`src/rtl/datapath_sequencer.sv`:
```
// datapath_sequencer
//   Instruction-level controller for the single-bus R1/R2/R3 + ALU datapath.
//   Instructions arrive over a valid/ready handshake into a small FIFO and
//   are executed one at a time as timed sequences of register/bus enables
//   and ALU operation selects.
//
// Ports:
//   clk, rst_n       clock (rising edge), asynchronous active-low reset
//   instr_valid/rdy  instruction handshake; instr = {opcode[3:0], dst[1:0], imm}
//   ext_valid        external operand present on the ExternBuf source
//   ext_ack          external operand consumed this cycle
//   imm_value        value driven onto the ImmBuf source
//   enable_signals   {R3en, R2en, R1en, OutBuf, ImmBuf, ExternBuf}
//   alu_op           ALU operation select (holds outside ALU states)
//   done             pulse on the final cycle of a legal instruction
//   err              pulse while an illegal instruction is retired
//   busy             sequencer active or FIFO holds instructions
module datapath_sequencer #(
  parameter int unsigned DATA_W     = 8,
  parameter int unsigned FIFO_DEPTH = 4,
  parameter logic [3:0]  ALU_ADD    = 4'd0,
  parameter logic [3:0]  ALU_OR     = 4'd1,
  parameter logic [3:0]  ALU_NOT    = 4'd2,
  parameter logic [3:0]  ALU_XOR    = 4'd3
) (
  input  logic              clk,
  input  logic              rst_n,
  input  logic              instr_valid,
  output logic              instr_ready,
  input  logic [5+DATA_W:0] instr,
  input  logic              ext_valid,
  output logic              ext_ack,
  output logic [DATA_W-1:0] imm_value,
  output logic [5:0]        enable_signals,
  output logic [3:0]        alu_op,
  output logic              done,
  output logic              err,
  output logic              busy
);

  localparam int unsigned IW = DATA_W + 6;
  localparam int unsigned AW = $clog2(FIFO_DEPTH);

  localparam logic [3:0] OP_NOP = 4'd0;
  localparam logic [3:0] OP_LDX = 4'd1;
  localparam logic [3:0] OP_LDI = 4'd2;
  localparam logic [3:0] OP_ADD = 4'd3;
  localparam logic [3:0] OP_OR  = 4'd4;
  localparam logic [3:0] OP_NOT = 4'd5;
  localparam logic [3:0] OP_XOR = 4'd6;
  localparam logic [3:0] OP_MOV = 4'd7;
  localparam logic [3:0] OP_OUT = 4'd8;

  typedef enum logic [2:0] {
    IDLE, EXEC, ALU_SETUP, ALU_WRITE, WAIT_EXT, ERR
  } state_t;

  // ---------------------------------------------------------------------------
  // Instruction FIFO (extra pointer bit distinguishes full from empty)
  // ---------------------------------------------------------------------------
  logic [IW-1:0] mem [FIFO_DEPTH];
  logic [AW:0]   wr_ptr, rd_ptr;
  logic          full, empty, push, pop;
  logic [IW-1:0] head;
  logic [3:0]    head_op;
  logic [1:0]    head_dst;
  logic [DATA_W-1:0] head_imm;

  assign empty       = (wr_ptr == rd_ptr);
  assign full        = (wr_ptr[AW] != rd_ptr[AW]) && (wr_ptr[AW-1:0] == rd_ptr[AW-1:0]);
  assign instr_ready = !full;
  assign push        = instr_valid && !full;
  assign head        = mem[rd_ptr[AW-1:0]];
  assign head_op     = head[IW-1:IW-4];
  assign head_dst    = head[DATA_W+1:DATA_W];
  assign head_imm    = head[DATA_W-1:0];

  always_ff @(posedge clk) begin
    if (push) mem[wr_ptr[AW-1:0]] <= instr;
  end

  always_ff @(posedge clk or negedge rst_n) begin
    if (!rst_n) begin
      wr_ptr <= '0;
      rd_ptr <= '0;
    end else begin
      if (push) wr_ptr <= wr_ptr + {{AW{1'b0}}, 1'b1};
      if (pop)  rd_ptr <= rd_ptr + {{AW{1'b0}}, 1'b1};
    end
  end

  // ---------------------------------------------------------------------------
  // Decode helpers
  // ---------------------------------------------------------------------------
  function automatic logic is_legal(input logic [3:0] op, input logic [1:0] dst);
    logic needs_dst;
    needs_dst = (op == OP_LDX) || (op == OP_LDI) || (op == OP_MOV);
    if (op > OP_OUT) return 1'b0;
    if (needs_dst && (dst == 2'b00 || dst == 2'b11)) return 1'b0;
    return 1'b1;
  endfunction

  function automatic logic [3:0] alu_code(input logic [3:0] op);
    case (op)
      OP_OR:   return ALU_OR;
      OP_NOT:  return ALU_NOT;
      OP_XOR:  return ALU_XOR;
      default: return ALU_ADD;
    endcase
  endfunction

  // ---------------------------------------------------------------------------
  // State, instruction register and held output registers.
  // The IR keeps opcode/dst only; the immediate is captured straight into the
  // imm_value holding register at fetch of a legal LDI, so it equals IR.imm
  // during execution and holds afterwards.
  // ---------------------------------------------------------------------------
  state_t            state_q, state_d;
  logic [3:0]        ir_op;
  logic [1:0]        ir_dst;
  logic [3:0]        alu_q;
  logic [DATA_W-1:0] imm_q;
  logic              head_legal, head_is_alu, fetch;

  assign head_legal  = is_legal(head_op, head_dst);
  assign head_is_alu = head_op inside {OP_ADD, OP_OR, OP_NOT, OP_XOR};

  always_ff @(posedge clk or negedge rst_n) begin
    if (!rst_n) begin
      state_q <= IDLE;
      ir_op   <= '0;
      ir_dst  <= '0;
      alu_q   <= '0;
      imm_q   <= '0;
    end else begin
      state_q <= state_d;
      if (pop) begin
        ir_op  <= head_op;
        ir_dst <= head_dst;
        if (head_legal && head_is_alu)        alu_q <= alu_code(head_op);
        if (head_legal && head_op == OP_LDI)  imm_q <= head_imm;
      end
    end
  end

  assign alu_op    = alu_q;
  assign imm_value = imm_q;
  assign busy      = (state_q != IDLE) || !empty;

  // ---------------------------------------------------------------------------
  // Next state and state-decoded outputs
  // ---------------------------------------------------------------------------
  logic [5:0] rd_en;
  assign rd_en = {1'b0, ir_dst == 2'b10, ir_dst == 2'b01, 3'b000};

  always_comb begin
    state_d        = state_q;
    fetch          = 1'b0;
    pop            = 1'b0;
    enable_signals = '0;
    done           = 1'b0;
    err            = 1'b0;
    ext_ack        = 1'b0;

    case (state_q)
      IDLE: fetch = 1'b1;
      EXEC: begin
        fetch = 1'b1;
        done  = 1'b1;
        case (ir_op)
          OP_LDX: begin
            enable_signals = rd_en | 6'b000001;
            ext_ack        = 1'b1;
          end
          OP_LDI:  enable_signals = rd_en | 6'b000010;
          OP_MOV:  enable_signals = rd_en | 6'b000100;
          OP_OUT:  enable_signals = 6'b000100;
          default: enable_signals = '0;
        endcase
      end
      ALU_SETUP: state_d = ALU_WRITE;
      ALU_WRITE: begin
        fetch          = 1'b1;
        done           = 1'b1;
        enable_signals = 6'b100000;
      end
      WAIT_EXT: if (ext_valid) state_d = EXEC;
      ERR: begin
        fetch = 1'b1;
        err   = 1'b1;
      end
      default: state_d = IDLE;
    endcase

    if (fetch) begin
      if (empty) begin
        state_d = IDLE;
      end else begin
        pop = 1'b1;
        if (!head_legal)                          state_d = ERR;
        else if (head_is_alu)                     state_d = ALU_SETUP;
        else if (head_op == OP_LDX && !ext_valid) state_d = WAIT_EXT;
        else                                      state_d = EXEC;
      end
    end
  end

endmodule

```
`config.mk`:
```
export PLATFORM = sky130hd
export DESIGN_NAME = datapath_sequencer
export DESIGN_NICKNAME = d
export VERILOG_FILES = /design/src/rtl/datapath_sequencer.sv
export SDC_FILE = /design/constraint.sdc
export NUM_CORES = 1
export LEC_CHECK = 0
export CORE_UTILIZATION = 59
export DETAILED_ROUTE_END_ITERATION = 10
export GPL_ROUTABILITY_DRIVEN = 0
export GPL_TIMING_DRIVEN = 0
export PLACE_DENSITY = 0.95
export SLEW_MARGIN = 20
export SYNTH_ARGS = -nofsm -noshare
export SYNTH_HDL_FRONTEND = slang
export SYNTH_SLANG_ARGS = --single-unit
```
`constraint.sdc`:
```
create_clock -name clk -period 3.5 [get_ports clk]
set_clock_uncertainty 0.15 [all_clocks]
set_input_delay 0.7 -clock clk [delete_from_list [all_inputs] [get_ports clk]]
set_output_delay 0.7 -clock clk [all_outputs]
set_load 0.02 [all_outputs]
```
After elaboration in Yosys (flattened, before gate mapping). Memory sizes are Yosys's and may differ from the RTL's. Cells that the tools add are included. W data, S select, Z words.

Memories: 1. Bits in registers: 27. Input port bits: 18. Output and inout bits: 23. RAM bits: 56. Word-level logic and storage cells: 83.

Add/subtract/negate cells: 2. Multiplexer cells: 26. $lt $le $gt $ge: 1. Reduce and logical (&&, ||, !) cells: 22. Eq/ne operators: 24.

Memories: mem (words 4, width 14, read ports 1, clocked after memory_dff 0, wr ports 1, line 61) `logic [IW-1:0] mem [FIFO_DEPTH];`.

Operator list (number): $eq A4 B3 Y1 const B (5); $pmux W5 S4 (1); $mux W3 (6); $mux W1 (16); $eq A4 B2 Y1 const B (3); $pmux W6 S2 (1); $pmux W3 S3 (1); $eq A4 B1 Y1 const B (2); $add A3 B1 Y3 const B (2); $eq A3 B2 Y1 const B (2); $eq A3 B3 Y1 const B (2); $logic_and A1 B1 Y1 (6); $pmux W2 S3 (1); $reduce_and A2 Y1 (3); $eq A2 B2 Y1 const B (2); $eq A4 B4 Y1 const B (1); $gt A4 B4 Y1 const B (1); $logic_or A1 B1 Y1 (4); $reduce_bool A4 Y1 (1); $reduce_or A4 Y1 (1); $eq A3 B1 Y1 const B (1); $eq A3 B3 Y1 (1); $logic_not A1 Y1 (3); $logic_not A3 Y1 (1); other kinds (8) (8).

Depth between registers and ports, before layout. An unclocked memory read counts as a cell.

Word-level depth: 12. Mapped depth: 8. Depth with buffers taken out: 5.

Worst setup path after synthesis. Ideal clock, no wire load.

Kind: register to output. Start point: register state_q[1]. End point: output port enable_signals[4]. Stages on the path, launching flop included: 5. Required time: 2.650 ns. Slack: 1.108 ns. Path buffers: 1. Data arrival time: 1.542 ns. Cells stage by stage: dfrtp_1 clkbuf_1 nor4_1 nand2_1 nor3b_1.

Cells in the longest elaborated chain, start to end: 2.

RTL lines: start: declaration (line 118) `state_t state_q, state_d;`; start signal: assignment (line 136) `state_q <= state_d;`; $eq A3 B2 Y1 / $eq A3 B1 Y1 (equally long branches) (line 165) `case (state_q)`; $pmux W6 S2 (*) (line 165); end: declaration (line 34) `output logic [5:0] enable_signals,`.

Mark *: on every way between the ends. The rest lies on a longest branch, timed or not.

Final worst setup path. Ends and elaborated chain as after synthesis.

==> run summary <==
### Run status
• status: complete, no violations

### Cells and area
• area used by multi-input combinational logic: 0.00108 mm^2
• post-synthesis to final-layout area growth: 18.9%
• fin util: 73.7%
• Finished Layout Cells: 332
• share of final-layout standard cells stronger than drive strength 1: 18.8%
• post-layout net count: 278
• ant diodes: 0
• area taken by flip-flops and latches: 0.00231 mm^2
• Layout fillers: 356

### CTS
• H-Tree Level Count: 3
• Skew-Pair Late Insertion Delay: 0.33 ns
• clock-pin slew reported for the worst setup and hold paths after clock tree synthesis: 0.08 ns
• master cell of the clock root buffer: sky130_fd_sc_hd__clkbuf_8
• number of gates resized after cts: 0
• worst-case clock buffer depth: 2
• postcts setup bufs: 0
• clock sink count: 81
• post-cts hold buffer count: 0
• CTS tree: done
• number of buffers inserted during clock tree synthesis: 9

### Logic synthesis
• multiplexer area fraction after synthesis: 14.8%
• main combinational cell family by area after synthesis: multiplexers
• cell types with the largest area share after synthesis: sky130_fd_sc_hd__edfxtp_1 (48%), sky130_fd_sc_hd__dfrtp_1 (18%), sky130_fd_sc_hd__mux4_1 (6.0%), sky130_fd_sc_hd__mux2_2 (4.9%), sky130_fd_sc_hd__mux4_2 (3.9%)
• Avg Inst Size Synth: 17.0 um^2
• number of synthesized register bits: 81
• Synth Instances: 205
• EDFF count, synth: 56
• Synth async-reset ratio: 30.9%
• most area-hungry cell type in the Yosys netlist: sky130_fd_sc_hd__edfxtp_1
• Yosys warning count: 0
• number of different library cells in the post-synthesis netlist: 41
• post-synthesis share of cell area spent on full adders, half adders and majority gates: 2.09%
• xor and xnor area share after synthesis: 2.52%
• post-synthesis simple-gate area fraction: 8.24%
• top flip-flop cell by instance count after synthesis: sky130_fd_sc_hd__edfxtp_1
• cell area after technology mapping: 0.00348 mm^2
• share of Yosys cell area claimed by the top area cell type: 48.4%
• Synth Area in Compound Gates: 3.24%
• sequential-to-total area share from yosys stat: 66.4%

### STA
• achievable frequency: 314 MHz
• Final Hold Viols: 0
• crit path time final: 3.19 ns
• total negative setup slack: 0 ns
• Final Cycle Share: 91.1%
• count of final setup violators: 0
• headroom to the max-slew limit: 48.5%
• RSZ-0062 raised after global routing: no
• Slew @ Worst Pin: 0.773 ns
• final max-slew violation count: 0

### Setup path
• capture instance of the worst register-to-register path: imm_value[5]
• Crit Path Max Fanout: 8
• Register-to-Register Path Depth: 6
• Reg-to-Reg Start: rd_ptr[0]
• arrival time worst endpoint: 2.34 ns
• internal reg-to-reg setup slack: 1.00 ns
• Setup Crit Path Kind: reg -> out
• required arrival time at the worst endpoint: 2.65 ns
• critical path launch point type: flip-flop
• type of element capturing the critical path: output pin

### Pwr
• share of total power consumed by net switching: 35.0%
• net load switching power: 0.00135 W
• leakage power: 1.57 nW
• relative contribution of combinational cells to total power: 44.3%
• power per cell area: 931 mW/mm^2
• Int Power: 0.00250 W
• sequential share of power: 39.0%
• clock group share of total power: 16.7%
• peak ir drop on the vdd network: 611 uV

### Placement
• cell count after placement: 316
• PortBufs: 38
• DP HPWL: 4070 um

### Flow run
• total of max-cap violations: 0

### Floorplan
• Die Area: 0.00620 mm^2
• effective utilization at floorplan: 62.0%
• Vert. Die Dim: 78.8 um
• width of the die: 78.8 um
• Core ar.: 0.00561 mm^2
• boundary pin count: 41
• placement row count: 27

### Detailed routing
• routed wire length on met2: 3050 um
• average routed wire per standard cell: 17.9 um
• total vias in the final route: 1893
• Initial DRT Pass Iterations: 4
• post-route DRC violation count: 0
• number of design-rule violations left by the first detailed-router iteration: 54
• remaining number of nets flagged by the antenna check after routing: 0
• detailed-routed wire length on met3: 231 um
• via density per instance: 5.70
• DR top layer: met4
• Total Routed Length: 5950 um
• routed metal-1 wire length: 2610 um

### Hold path
• class of the tightest hold or removal check: in -> async

### Global routing
• remaining global-route overflow: 0
• global-route total usage across every layer: 21.7%
• wire length of the first global-routing pass: 9740 um
• vias in the first global route: 1922
• largest net degree at the start of global routing: 26
• number of antenna violations at the first check in global routing: 0

synth_stat cells (2+ instances only):
cell                       number
sky130_fd_sc_hd__edfxtp_1      56
sky130_fd_sc_hd__dfrtp_1       25
sky130_fd_sc_hd__mux2_2        15
sky130_fd_sc_hd__nor2_1        10
sky130_fd_sc_hd__and3_1         8
sky130_fd_sc_hd__mux4_1         8
sky130_fd_sc_hd__xnor2_1        7
sky130_fd_sc_hd__mux4_2         6
sky130_fd_sc_hd__nand2_1        6
sky130_fd_sc_hd__nand3_1        6
sky130_fd_sc_hd__ha_1           5
sky130_fd_sc_hd__nor3_1         5
sky130_fd_sc_hd__buf_4          4
sky130_fd_sc_hd__inv_1          4
sky130_fd_sc_hd__buf_6          3
sky130_fd_sc_hd__xor2_1         3
sky130_fd_sc_hd__a21oi_1        2
sky130_fd_sc_hd__a22o_1         2
sky130_fd_sc_hd__clkbuf_1       2
sky130_fd_sc_hd__nand2b_1       2
sky130_fd_sc_hd__nand3b_1       2
sky130_fd_sc_hd__nor3b_1        2
sky130_fd_sc_hd__o211ai_1       2
sky130_fd_sc_hd__o21ai_0        2
sky130_fd_sc_hd__or2_2          2
logic make-up (layout without fill, tap and decap cells):
family,count (synthesis),count (layout)
buffers and inverters,14,68
muxes,29,29
DFF,81,81
AOI/OAI and AO/OA,15,15
other,1,2
xor gates and xnor gates,10,10
adders and majority gates,6,6
and+or+nand+nor,49,49
layout by cell type (no fill, tap or decap), types with 2 or more instances in the layout:
cell type and count:
sky130_fd_sc_hd__a21oi_1 2, sky130_fd_sc_hd__a22o_1 2, sky130_fd_sc_hd__and3_1 8, sky130_fd_sc_hd__buf_2 2
sky130_fd_sc_hd__buf_4 4, sky130_fd_sc_hd__buf_6 3, sky130_fd_sc_hd__clkbuf_1 4, sky130_fd_sc_hd__clkbuf_8 9
sky130_fd_sc_hd__clkdlybuf4s50_1 37, sky130_fd_sc_hd__clkinv_2 2, sky130_fd_sc_hd__conb_1 2, sky130_fd_sc_hd__dfrtp_1 25
sky130_fd_sc_hd__edfxtp_1 56, sky130_fd_sc_hd__ha_1 5, sky130_fd_sc_hd__inv_1 4, sky130_fd_sc_hd__mux2_2 15
sky130_fd_sc_hd__mux4_1 8, sky130_fd_sc_hd__mux4_2 6, sky130_fd_sc_hd__nand2_1 6, sky130_fd_sc_hd__nand2b_1 2
sky130_fd_sc_hd__nand3_1 6, sky130_fd_sc_hd__nand3b_1 2, sky130_fd_sc_hd__nor2_1 10, sky130_fd_sc_hd__nor3_1 5
sky130_fd_sc_hd__nor3b_1 2, sky130_fd_sc_hd__o211ai_1 2, sky130_fd_sc_hd__o21ai_0 2, sky130_fd_sc_hd__or2_2 2
sky130_fd_sc_hd__xnor2_1 7, sky130_fd_sc_hd__xor2_1 3
stage by stage:
| step | power [W] | hold slack (ns) | instance area (um^2) | setup slack, ns |
|---|---|---|---|---|
| finish | 0.00385 | 0.213 | 4130 | 0.310 |
| CTS | 0.00388 | 0.221 | 4130 | 0.277 |
| detailed placement | 0.00323 | 0.333 | 3950 | 0.665 |
| floorplan | 0.00272 | 0.254 | 3480 | 1.11 |
| global placement | 0.00314 | 0.324 | 3950 | 0.724 |
| global route | 0.00408 | 0.254 | 4130 | 0.0807 |
worst max-delay path by stage:
stage,endpoint,slack [ns],from
2_1_floorplan,enable_signals[4],1.11,state_q[1]
3_3_place_gp,enable_signals[4],0.72,state_q[1]
3_5_place_dp,enable_signals[4],0.66,state_q[1]
4_1_cts,enable_signals[4],0.28,state_q[1]
5_1_grt,enable_signals[4],0.08,state_q[1]
6_report,enable_signals[4],0.31,state_q[1]
power by group through the flow:
stage / Clock [W] / Combinational [W] / Sequential [W]
2_1_floorplan: 0 / 0.00118 / 0.00154
3_3_place_gp: 0 / 0.00165 / 0.00150
3_5_place_dp: 0 / 0.00171 / 0.00152
4_1_cts: 0.000653 / 0.00172 / 0.00150
5_1_grt: 0.000691 / 0.00186 / 0.00153
6_report: 0.000642 / 0.00170 / 0.00150
layout make-up:
type | count | area share (%)
sequential | 81 | 55.8
multi-input combinational | 111 | 26.2
timing repair buffer | 38 | 9.08
clock buffer | 11 | 3.18
tap | 72 | 2.18
buffer | 10 | 1.85
clock inverter | 5 | 1.36
inverter | 4 | 0.363
state kept, by name, indices dropped and copies added (netlist names):
signal and flops:
imm_value 8, ir_op 4, ir_dst 2, alu_op 2, state_q 3, mem 56, wr_ptr 3, rd_ptr 3
layer usage:
layer	global-route usage (%)	up-vias
met5	0	-
met4	5.56	0
met3	5.17	4
met2	35.9	50
met1	29.3	949
li1	-	890
critical path, stage by stage, from the launching register on:
cell and delay [ns]:
sky130_fd_sc_hd__dfrtp_1 0.36, sky130_fd_sc_hd__clkbuf_1 0.17, sky130_fd_sc_hd__nor4_1 0.49, sky130_fd_sc_hd__nand2_1 0.13, sky130_fd_sc_hd__nor3b_1 0.23, sky130_fd_sc_hd__clkdlybuf4s50_1 0.63
(Power assumes the default switching activity.)
